<file path="src/rtl/movsum_sequencer_pkg.sv">
// Shared definitions for the moving-sum sequencer: FSM state encoding,
// width helpers and default widths.
package movsum_sequencer_pkg;

  // FSM state encoding
  typedef logic [1:0] state_t;
  localparam state_t StIdle  = 2'd0;
  localparam state_t StFlush = 2'd1;
  localparam state_t StFill  = 2'd2;
  localparam state_t StRun   = 2'd3;

  // Ceiling log2; clog2(1) = 0.
  function automatic int unsigned clog2(input int unsigned n);
    int unsigned r;
    r = 0;
    while ((32'd1 << r) < n) r++;
    return r;
  endfunction

  // Width of a counter holding 0..n-1, never less than one bit.
  function automatic int unsigned cnt_w(input int unsigned n);
    return (n <= 1) ? 1 : clog2(n);
  endfunction

  localparam int unsigned DefWidth = 16;
  localparam int unsigned DefWin   = 5;
  localparam int unsigned DefDecW  = 8;
  localparam int unsigned DefSumW  = DefWidth + clog2(DefWin + 1);

endpackage

</file>
<file path="src/rtl/movsum_out_reg.sv">
// One-entry output holding register with valid/ready. The parent only loads
// when the entry is empty or draining this cycle.
module movsum_out_reg #(
  parameter int unsigned W = 19
) (
  input  logic         clk,
  input  logic         reset,
  input  logic         flush,
  input  logic         load,
  input  logic [W-1:0] load_data,
  input  logic         ready,
  output logic         valid,
  output logic [W-1:0] data
);

  logic         valid_q;
  logic [W-1:0] data_q;

  // Hold data while stalled; flush drops the entry and zeroes the data.
  always_ff @(posedge clk) begin
    if (reset || flush) begin
      valid_q <= 1'b0;
      data_q  <= '0;
    end else if (load) begin
      valid_q <= 1'b1;
      data_q  <= load_data;
    end else if (ready) begin
      valid_q <= 1'b0;
    end
  end

  assign valid = valid_q;
  assign data  = data_q;

endmodule

</file>
<file path="src/rtl/movsum_sequencer.sv">
// Sequencer for a shared moving-sum integrator: owns clear, input handshake
// and output-ready, hides warm-up results, decimates and buffers one result.
// Optional statistics counters are built when MOVSUM_SEQ_STATS_EN is defined.
module movsum_sequencer
  import movsum_sequencer_pkg::*;
#(
  parameter int unsigned WIDTH = DefWidth,
  parameter int unsigned WIN   = DefWin,
  parameter int unsigned SUM_W = WIDTH + clog2(WIN + 1),
  parameter int unsigned DEC_W = DefDecW
) (
  input  logic             clk,
  input  logic             reset,
  input  logic             cfg_enable,
  input  logic             cfg_restart,
  input  logic [DEC_W-1:0] cfg_decim,
  input  logic [WIDTH-1:0] s_tdata,
  input  logic             s_tvalid,
  output logic             s_tready,
  output logic             ig_clear,
  output logic [WIDTH-1:0] ig_tdata,
  output logic             ig_tvalid,
  output logic             ig_oready,
  input  logic [SUM_W-1:0] ig_sum,
  output logic [SUM_W-1:0] m_tdata,
  output logic             m_tvalid,
  input  logic             m_tready
`ifdef MOVSUM_SEQ_STATS_EN
  ,
  output logic [31:0]      stat_emitted,
  output logic [31:0]      stat_stall
`endif
);

  localparam int unsigned FillW = cnt_w(WIN);

  state_t             state_q, state_d;
  logic [FillW-1:0]   fill_cnt_q;
  logic [DEC_W-1:0]   dec_cnt_q, dec_q;
  logic               cap_pend_q;

  logic active, at_fill_end, candidate, emit, discard;
  logic out_blocked, pend_blocked, accept, abort, load;

  assign active       = (state_q == StFill) || (state_q == StRun);
  assign at_fill_end  = (state_q == StFill) && (fill_cnt_q == FillW'(WIN - 1));
  assign candidate    = (state_q == StRun) || at_fill_end;
  assign emit         = candidate && (dec_cnt_q == '0);
  assign discard      = active && !emit;
  assign out_blocked  = m_tvalid && !m_tready;
  // A pending capture that cannot drain must keep ig_sum frozen.
  assign pend_blocked = cap_pend_q && out_blocked;
  assign s_tready     = discard || (active && !pend_blocked && !out_blocked);
  assign accept       = s_tvalid && s_tready;
  assign abort        = active && (!cfg_enable || cfg_restart);
  // ig_sum updated on the accept edge; capture it one edge later.
  assign load         = cap_pend_q && !out_blocked && !abort;

  assign ig_clear  = (state_q == StIdle) || (state_q == StFlush);
  assign ig_tdata  = s_tdata;
  assign ig_tvalid = accept;
  assign ig_oready = s_tready;

  // Next-state logic; disable takes priority over restart.
  always_comb begin
    state_d = state_q;
    unique case (state_q)
      StIdle:  if (cfg_enable) state_d = StFlush;
      StFlush: state_d = StFill;
      StFill: begin
        if (abort)                       state_d = cfg_enable ? StFlush : StIdle;
        else if (accept && at_fill_end)  state_d = StRun;
      end
      StRun:   if (abort) state_d = cfg_enable ? StFlush : StIdle;
      default: state_d = StIdle;
    endcase
  end

  // State, fill/decimation counters and the pending-capture flag.
  always_ff @(posedge clk) begin
    if (reset) begin
      state_q    <= StIdle;
      fill_cnt_q <= '0;
      dec_cnt_q  <= '0;
      dec_q      <= DEC_W'(1);
      cap_pend_q <= 1'b0;
    end else begin
      state_q <= state_d;
      if (state_q == StFlush) begin
        fill_cnt_q <= '0;
        dec_cnt_q  <= '0;
        dec_q      <= (cfg_decim == '0) ? DEC_W'(1) : cfg_decim;
        cap_pend_q <= 1'b0;
      end else if (!active || abort) begin
        cap_pend_q <= 1'b0;
      end else begin
        if (accept && (state_q == StFill) && !at_fill_end) begin
          fill_cnt_q <= fill_cnt_q + FillW'(1);
        end
        if (accept && candidate) begin
          dec_cnt_q <= (dec_cnt_q == dec_q - DEC_W'(1)) ? '0 : dec_cnt_q + DEC_W'(1);
        end
        cap_pend_q <= (accept && emit) || pend_blocked;
      end
    end
  end

  movsum_out_reg #(
    .W (SUM_W)
  ) u_out_reg (
    .clk       (clk),
    .reset     (reset),
    .flush     (abort),
    .load      (load),
    .load_data (ig_sum),
    .ready     (m_tready),
    .valid     (m_tvalid),
    .data      (m_tdata)
  );

`ifdef MOVSUM_SEQ_STATS_EN
  logic [31:0] stat_emitted_q, stat_stall_q;

  // Saturating statistics counters, cleared by reset and FLUSH.
  always_ff @(posedge clk) begin
    if (reset || (state_q == StFlush)) begin
      stat_emitted_q <= '0;
      stat_stall_q   <= '0;
    end else begin
      if (m_tvalid && m_tready && (stat_emitted_q != '1)) begin
        stat_emitted_q <= stat_emitted_q + 32'd1;
      end
      if (active && s_tvalid && !s_tready && (stat_stall_q != '1)) begin
        stat_stall_q <= stat_stall_q + 32'd1;
      end
    end
  end

  assign stat_emitted = stat_emitted_q;
  assign stat_stall   = stat_stall_q;
`endif

endmodule

</file>
<file path="config.mk">
export PLATFORM = sky130hd
export DESIGN_NAME = movsum_sequencer
export DESIGN_NICKNAME = d
export VERILOG_FILES = /design/src/rtl/movsum_sequencer_pkg.sv /design/src/rtl/movsum_out_reg.sv /design/src/rtl/movsum_sequencer.sv
export SDC_FILE = /design/constraint.sdc
export NUM_CORES = 1
export LEC_CHECK = 0
export CAP_MARGIN = 20
export CORE_MARGIN = 5
export CORE_UTILIZATION = 43
export DETAILED_ROUTE_END_ITERATION = 6
export PLACE_DENSITY = 0.77
export SLEW_MARGIN = 25
export SYNTH_ARGS = -nofsm -noshare
export SYNTH_HDL_FRONTEND = slang
export SYNTH_SLANG_ARGS = --single-unit
</file>
<file path="constraint.sdc">
create_clock -name clk -period 2.5 [get_ports clk]
set_input_delay 0.5 -clock clk [delete_from_list [all_inputs] [get_ports clk]]
set_output_delay 0.5 -clock clk [all_outputs]
set_load 0.02 [all_outputs]
</file>
==> impl_results.md, run 1 <==
- Critical path type: register to primary output
- CP max stage delay: between 0.3 and 0.4 ns
- First-pass GRT wire length: around 8000 um
- P_sw: just over 0.3 mW
- Worst vdd ir: between 0.4 and 0.5 mV
- Worst-path cell chain: inv_1, ha_1, nor4bb_2, nand2_1, nor2_2, a21oi_1, dlygate4sd2_1
- Fin crit period: 2.456 ns
- Post-route ant nets: 0
- Drt total wl: 5069 um
- Post-Synthesis Cell Area: between 2000 and 2500 um2
- Drt drc: 0
- Nets: roughly 360
- Reg2Reg Depth: 8
- Via density: approximately 5
- GRT Overall Usage: between 10% and 20%
- Initial Util: between 40 and 50%
- # clock sinks: 42
- Ports: 89
- H-tree depth: 2
- Drt wl/cell: roughly 14 um
- Root buffer cell: clkbuf_8
- Final slew viol count: 0
- Worst Max-Slew Pin Slew: a little over 0.5 ns
- Clk_lat worst skew: between 0.2 and 0.3 ns
- Final hold slack: between 0.4 and 0.5 ns
- ANT cells: 0
- Tcrit/Tclk final: a little under 100%
- Clock Path Buffers: 2
- CP Data Arrival Time: around 2.0 ns
- DR vias: roughly 1800
- Pwr Density: roughly 500 nW/um2
- Commonest cells after routing, fill and taps aside: 62 x nand2_1, 53 x clkdlybuf4s50_1, 42 x dfxtp_1
- CTS Hold Bufs: 0
- Vias in the first global route: between 1500 and 2000
- Cell depth of the worst min-delay path: 2
- Sw Share: 22.15%
- Routability cong.: slightly above 0.8
- Slowest cell on crit path: dlygate4sd2_1
- Ys flop type: dfxtp_1
- CP endpoint kind: primary output
- Postcts setup bufs: 0
- Number of port buffers: 56
- Cts bufs inserted: 5
- Pre-antenna DRT Iters: 4
- Post-synth ARST share: 0%
- Area Growth Syn to Fin: 29.81%
- Flop pwr share: roughly half
- Cell count after synthesis: 265
- CP max FO: 3
- Syn nets: about 320
- Total grt overflow: 0
- Core Area: about 4800 um2
- Clk_skew: around 0.0053 ns
- TritonCTS clock tree: built
- Flops & latches, synth: 42
- LEAKAGE: 0.9940 nW
- Fin util: about three fifths
- Fin. Hold Viols: 0
- Final setup viols: 0
- Clock power frac: 39.4%
- Max frequency: a little over 400 MHz
- Antenna violations before repair: 0
- Ys Warns: 0
- Layout cell share with drive strength beyond 1: a little under an eighth
- Yosys cell types: 41
- Reg clk slew, reported paths: ~0.08 ns
- Number of max-cap violations: 0
- Syn_area_per_cell: around 8.1 um2
- Detailed placement HPWL: 3674 um
- Die W: approximately 81 um
- Initial drt markers: 90
- Die H: approximately 80 um
- Combinational share of power: 10.9%
- Die ar.: 6533 um2
- Filler cells: approximately 420
- Status: finished, final reports clean
- Commonest non-fill, non-tap cell in the layout: nand2_1
- HP Class: register to register
- Critical Path RT: about 2 ns
- Post-synth EDFFs: 0
- Register area share after synthesis: about two fifths
- Largest net degree at the start of global routing: 21
- Pint: ~1.1 mW
- Max-slew headroom: approximately two thirds
- Row count: 25
- CP Launch Type: register
cell type report:
class                      count  area (um2)  area share [%]
timing repair buffer          64       616.8           22.03
inverter                       8       30.03           1.072
clock inverter                 1       30.03           1.072
tap                           67       83.83           2.994
multi-input combinational    187        1116           39.86
clock buffer                   6       82.58           2.949
sequential                    42       840.8           30.03
through the flow:
| stage | cell area [um2] | power, mW | TNS (ns) | worst slack, ns | cells |
|---|---|---|---|---|---|
| after floorplan | 2157 | 0.8181 | 0 | 0.2694 | 265 |
| after global placement | 2683 | 0.8533 | 0 | 0.09832 | 368 |
| after detailed placement | 2683 | 0.8554 | 0 | 0.08856 | 368 |
| after CTS | 2791 | 1.399 | 0 | 0.02350 | 375 |
| after global routing | 2800 | 1.439 | -0.1850 | -0.07076 | 375 |
| final | 2800 | 1.386 | 0 | 0.04440 | 375 |
flip-flops by register name, indices dropped and copies added, names as in the netlist:
register / cells
cap_pend_q: 1
dec_cnt_q: 8
dec_q: 8
fill_cnt_q: 3
state_q: 2
u_out_reg.data: 19
u_out_reg.valid: 1
worst max-delay path, delay by kind of cell, from the launching register on:
family	cells	cell delay, ns
buf+inv	2	0.44
compound gates	1	0.10
simple gates	3	0.64
fa+ha+maj	1	0.17
flops	1	0.32
synth_stat cells, types with 2 or more instances:
library cell / number / share of area [%]
o21ai_0: 2 / 0.46
nand2b_1: 3 / 0.87
dfxtp_1: 42 / 39
or2_2: 2 / 0.58
nor4_2: 2 / 1.2
nor2_1: 15 / 2.6
nor3_1: 3 / 0.70
nor2b_1: 2 / 0.58
nor3_2: 8 / 3.7
ha_1: 5 / 2.9
nor4_1: 3 / 0.87
buf_4: 17 / 5.9
nand3_1: 9 / 2.1
nand4_1: 2 / 0.58
nand2_1: 62 / 11
xor2_1: 10 / 4.1
a21oi_1: 32 / 7.4
clkbuf_1: 7 / 1.2
inv_1: 8 / 1.4
xnor2_1: 9 / 3.7
and3_1: 2 / 0.58
final timing paths:
path	start	end	slack, ns
hold reg to reg	u_out_reg.data[9]	u_out_reg.data[9]	0.46
setup / recovery	dec_cnt_q[0]	ig_tvalid	0.04
hold / removal	u_out_reg.data[9]	u_out_reg.data[9]	0.46
setup reg to reg	dec_q[0]	dec_cnt_q[7]	0.44
cells by family after synthesis:
family	synth area share (%)
AND/OR/NAND/NOR	27.96
flip-flops	38.98
adder cells (fa/ha/maj)	2.900
buffers and inverters	9.686
AO/OA/AOI/OAI	12.01
XOR/XNOR	8.469
routing by layer:
metal	vias up	share of wire (%)	global-route usage (%)	routed length, um
met5	-	0	0	0
met4	0	2.7	7.770	138
met3	14	4.3	3.104	217
met2	51	52	27.34	2630
met1	837	41	18.28	2083
li1	947	-	-	-
timing repair:
| action | 4_1_cts | 5_1_grt |
|---|---|---|
| gates cloned | 0 | 0 |
| setup endpoints to repair | 3 | 3 |
| gates resized for setup | 3 | 2 |
power groups by stage:
stage | combinational [mW] | clock, mW | sequential (mW)
after global routing | 0.166 | 0.583 | 0.690
final | 0.151 | 0.546 | 0.689
after CTS | 0.151 | 0.559 | 0.688
after detailed placement | 0.151 | 0 | 0.704
after floorplan | 0.117 | 0 | 0.701
after global placement | 0.150 | 0 | 0.704
Power figures use the tool's default switching activity.
==> run 2, diff against run 1 <==
--- a/config.mk
+++ b/config.mk
@@ -7,9 +7,9 @@
 export LEC_CHECK = 0
 export CAP_MARGIN = 20
 export CORE_MARGIN = 5
-export CORE_UTILIZATION = 43
+export CORE_UTILIZATION = 46
 export DETAILED_ROUTE_END_ITERATION = 6
-export PLACE_DENSITY = 0.77
+export PLACE_DENSITY = 0.82
 export SLEW_MARGIN = 25
 export SYNTH_ARGS = -nofsm -noshare
 export SYNTH_HDL_FRONTEND = slang
==> constraint.sdc (replaced) <==
create_clock -name clk -period 3.2 [get_ports clk]
set_input_delay 0.64 -clock clk [delete_from_list [all_inputs] [get_ports clk]]
set_output_delay 0.64 -clock clk [all_outputs]
set_load 0.02 [all_outputs]
==> impl_results.md, run 2 (synthesized netlist as in run 1, its figures left out) <==
- Antenna violations before repair: 0 (unchanged)
- Post-route ant nets: 0 (unchanged)
- Ports: 89 (unchanged)
- Via density: 5.118 (+3.8%)
- DR vias: 1822 (-1.5%)
- Pint: 0.7483 mW (-31%)
- Postcts setup bufs: 0 (unchanged)
- Die W: 78.48 um (-2.9%)
- Clock Path Buffers: 2 (unchanged)
- Cell depth of the worst min-delay path: 2 (unchanged)
- Worst Max-Slew Pin Slew: 0.7240 ns (+0.2124 ns)
- Layout cell share with drive strength beyond 1: 8.940% (-2.4 points)
- Clk_lat worst skew: 0.30 ns (about the same)
- CP Data Arrival Time: 2.31 ns (+0.35 ns)
- Die H: 78.48 um (-2.9%)
- Final slew viol count: 0 (unchanged)
- H-tree depth: 2 (unchanged)
- Largest net degree at the start of global routing: 21 (unchanged)
- CP max FO: 6 (+3)
- Pre-antenna DRT Iters: 4 (unchanged)
- Resized cells post-CTS: 0 (-3)
- Setup slack at placement: 0.4005 ns (+0.3119 ns)
- Crit path setup slack, layout: 0.2491 ns (+0.2047 ns)
- Core Area: 4629 um2 (-3.3%)
- Sw Share: 25.54% (+3.4 points)
- Reg clk slew, reported paths: 0.09 ns (about the same)
- Routability cong.: 0.8197 (+0.64%)
- First-pass GRT wire length: 8010 um (-2.0%)
- Drt wl/cell: 13.47 um (-0.36%)
- Worst R2R Setup Slack: 1.08 ns (+0.64 ns)
- Combinational share of power: 11.7% (+0.8 points)
- Flop pwr share: 53.5% (+3.8 points)
- LEAKAGE: 0.9282 nW (-6.6%)
- Nets: 355 (-1.9%)
- Die ar.: 6159 um2 (-5.7%)
- Drt drc: 0 (unchanged)
- Final instance area: 2706 um2 (-3.4%)
- Root buffer cell: clkbuf_8
- Fin. Hold Viols: 0 (unchanged)
- Pwr Density: 371.4 nW/um2 (-25%)
- Reg2Reg Depth: 8 (unchanged)
- Commonest non-fill, non-tap cell in the layout: nand2_1
- ANT cells: 0 (unchanged)
- Vias in the first global route: 1788 (-2.8%)
- Number of max-cap violations: 0 (unchanged)
- Number of port buffers: 56 (unchanged)
- GRT Overall Usage: 16.13% (+0.42 points)
- Status: finished, final reports clean
- Hold endpoint: u_out_reg.data[3]
- Area after DPL: 2614 um2 (-2.6%)
- CTS Hold Bufs: 0 (unchanged)
- Row count: 25 (unchanged)
- HP Class: register to register
- RSZ-0062 raised after global routing: false
- Critical R2R Launch: dec_q[0]
- Max frequency: 338.9 MHz
- Critical Path RT: 2.56 ns (+0.56 ns)
- Min-Delay Startpoint: u_out_reg.data[3]
- Total grt overflow: 0 (unchanged)
- Max FFs per register: 19 (unchanged)
- Worst vdd ir: 0.2733 mV (-33%)
- Commonest cells after routing, fill and taps aside: 62 x nand2_1, 56 x clkdlybuf4s50_1, 42 x dfxtp_1
- Filler cells: 436 (+4.1%)
- Fin crit period: 2.951 ns
- CP endpoint kind: primary output
- CP Launch Type: register
- Tcrit/Tclk final: a little over 90%
- Initial drt markers: 108 (+20%)
- Final setup viols: 0 (unchanged)
- TritonCTS clock tree: built
- Max-slew headroom: 51.73% (-14 points)
- Tot Pwr: 1.005 mW (-28%)
- Area Growth Syn to Fin: 25.46%
- TNS Setup: 0 ns (unchanged)
- # clock sinks: 42 (unchanged)
- Clock power frac: 34.8% (-4.6 points)
- R2r endpoint: dec_cnt_q[1]
- Initial Util: 46.59% (+1.5 points)
- Critical path type: register to primary output
- Detailed placement HPWL: 3619 um (-1.5%)
- Clk_skew: 0.009579 ns (+0.004236 ns)
- Cts bufs inserted: 5 (unchanged)
- Drt total wl: 4795 um (-5.4%)
- P_sw: 0.2567 mW (-16%)
==> run 2: worst max-delay path by stage <==
stage,start,to,slack (ns),cells after the start
final,dec_cnt_q[0],ig_oready,0.25,7
after floorplan,fill_cnt_q[0],s_tready,0.83,6
after global routing,dec_cnt_q[0],ig_oready,0.09,7
after CTS,dec_cnt_q[0],ig_oready,0.24,7
after global placement,m_tready,ig_oready,0.37,4
after detailed placement,m_tready,ig_oready,0.40,4
==> run 2: power groups by stage <==
| stage | combinational [mW] | clock (mW) | sequential (mW) |
|---|---|---|---|
| 2_1_floorplan | 0.0916 | 0 | 0.548 |
| 3_3_place_gp | 0.115 | 0 | 0.550 |
| 3_5_place_dp | 0.116 | 0 | 0.550 |
| 4_1_cts | 0.118 | 0.360 | 0.538 |
| 5_1_grt | 0.129 | 0.384 | 0.539 |
| 6_report | 0.118 | 0.349 | 0.538 |
==> run 2: layout make-up <==
class	count	area, um2	area share [%]
Clock buffer	5	68.82	2.543
Inverter	8	30.03	1.110
Multi-Input combinational cell	187	1107	40.92
Clock inverter	3	23.77	0.8784
Sequential cell	42	840.8	31.07
Tap cell	54	67.56	2.497
Timing Repair Buffer	57	568.0	20.99
==> run 2: metrics by stage <==
step / cells / hold slack (ns) / utilization (%)
after floorplan: 265 / 0.4431 / -
after global placement: 348 / 0.4411 / 56.46
after detailed placement: 348 / 0.4456 / 56.46
after CTS: 356 / 0.4567 / 58.46
after global routing: 356 / 0.4784 / 58.46
final: 356 / 0.4536 / 58.46
==> run 2: layer usage <==
metal	global-route usage, %	wire (um)	vias to the layer above
li1	-	-	940
met1	18.39	2038	834
met2	28.17	2387	42
met3	5.849	314	6
met4	4.720	54	0
met5	0	0	-
==> run 2: critical path: stages, from the launching register on <==
cell and delay [ns]:
dfxtp_1 0.43, inv_1 0.10, ha_1 0.19, nor4bb_1 0.13, nand2_1 0.11, nor2_1 0.07, a21oi_1 0.29, clkdlybuf4s50_1 0.68
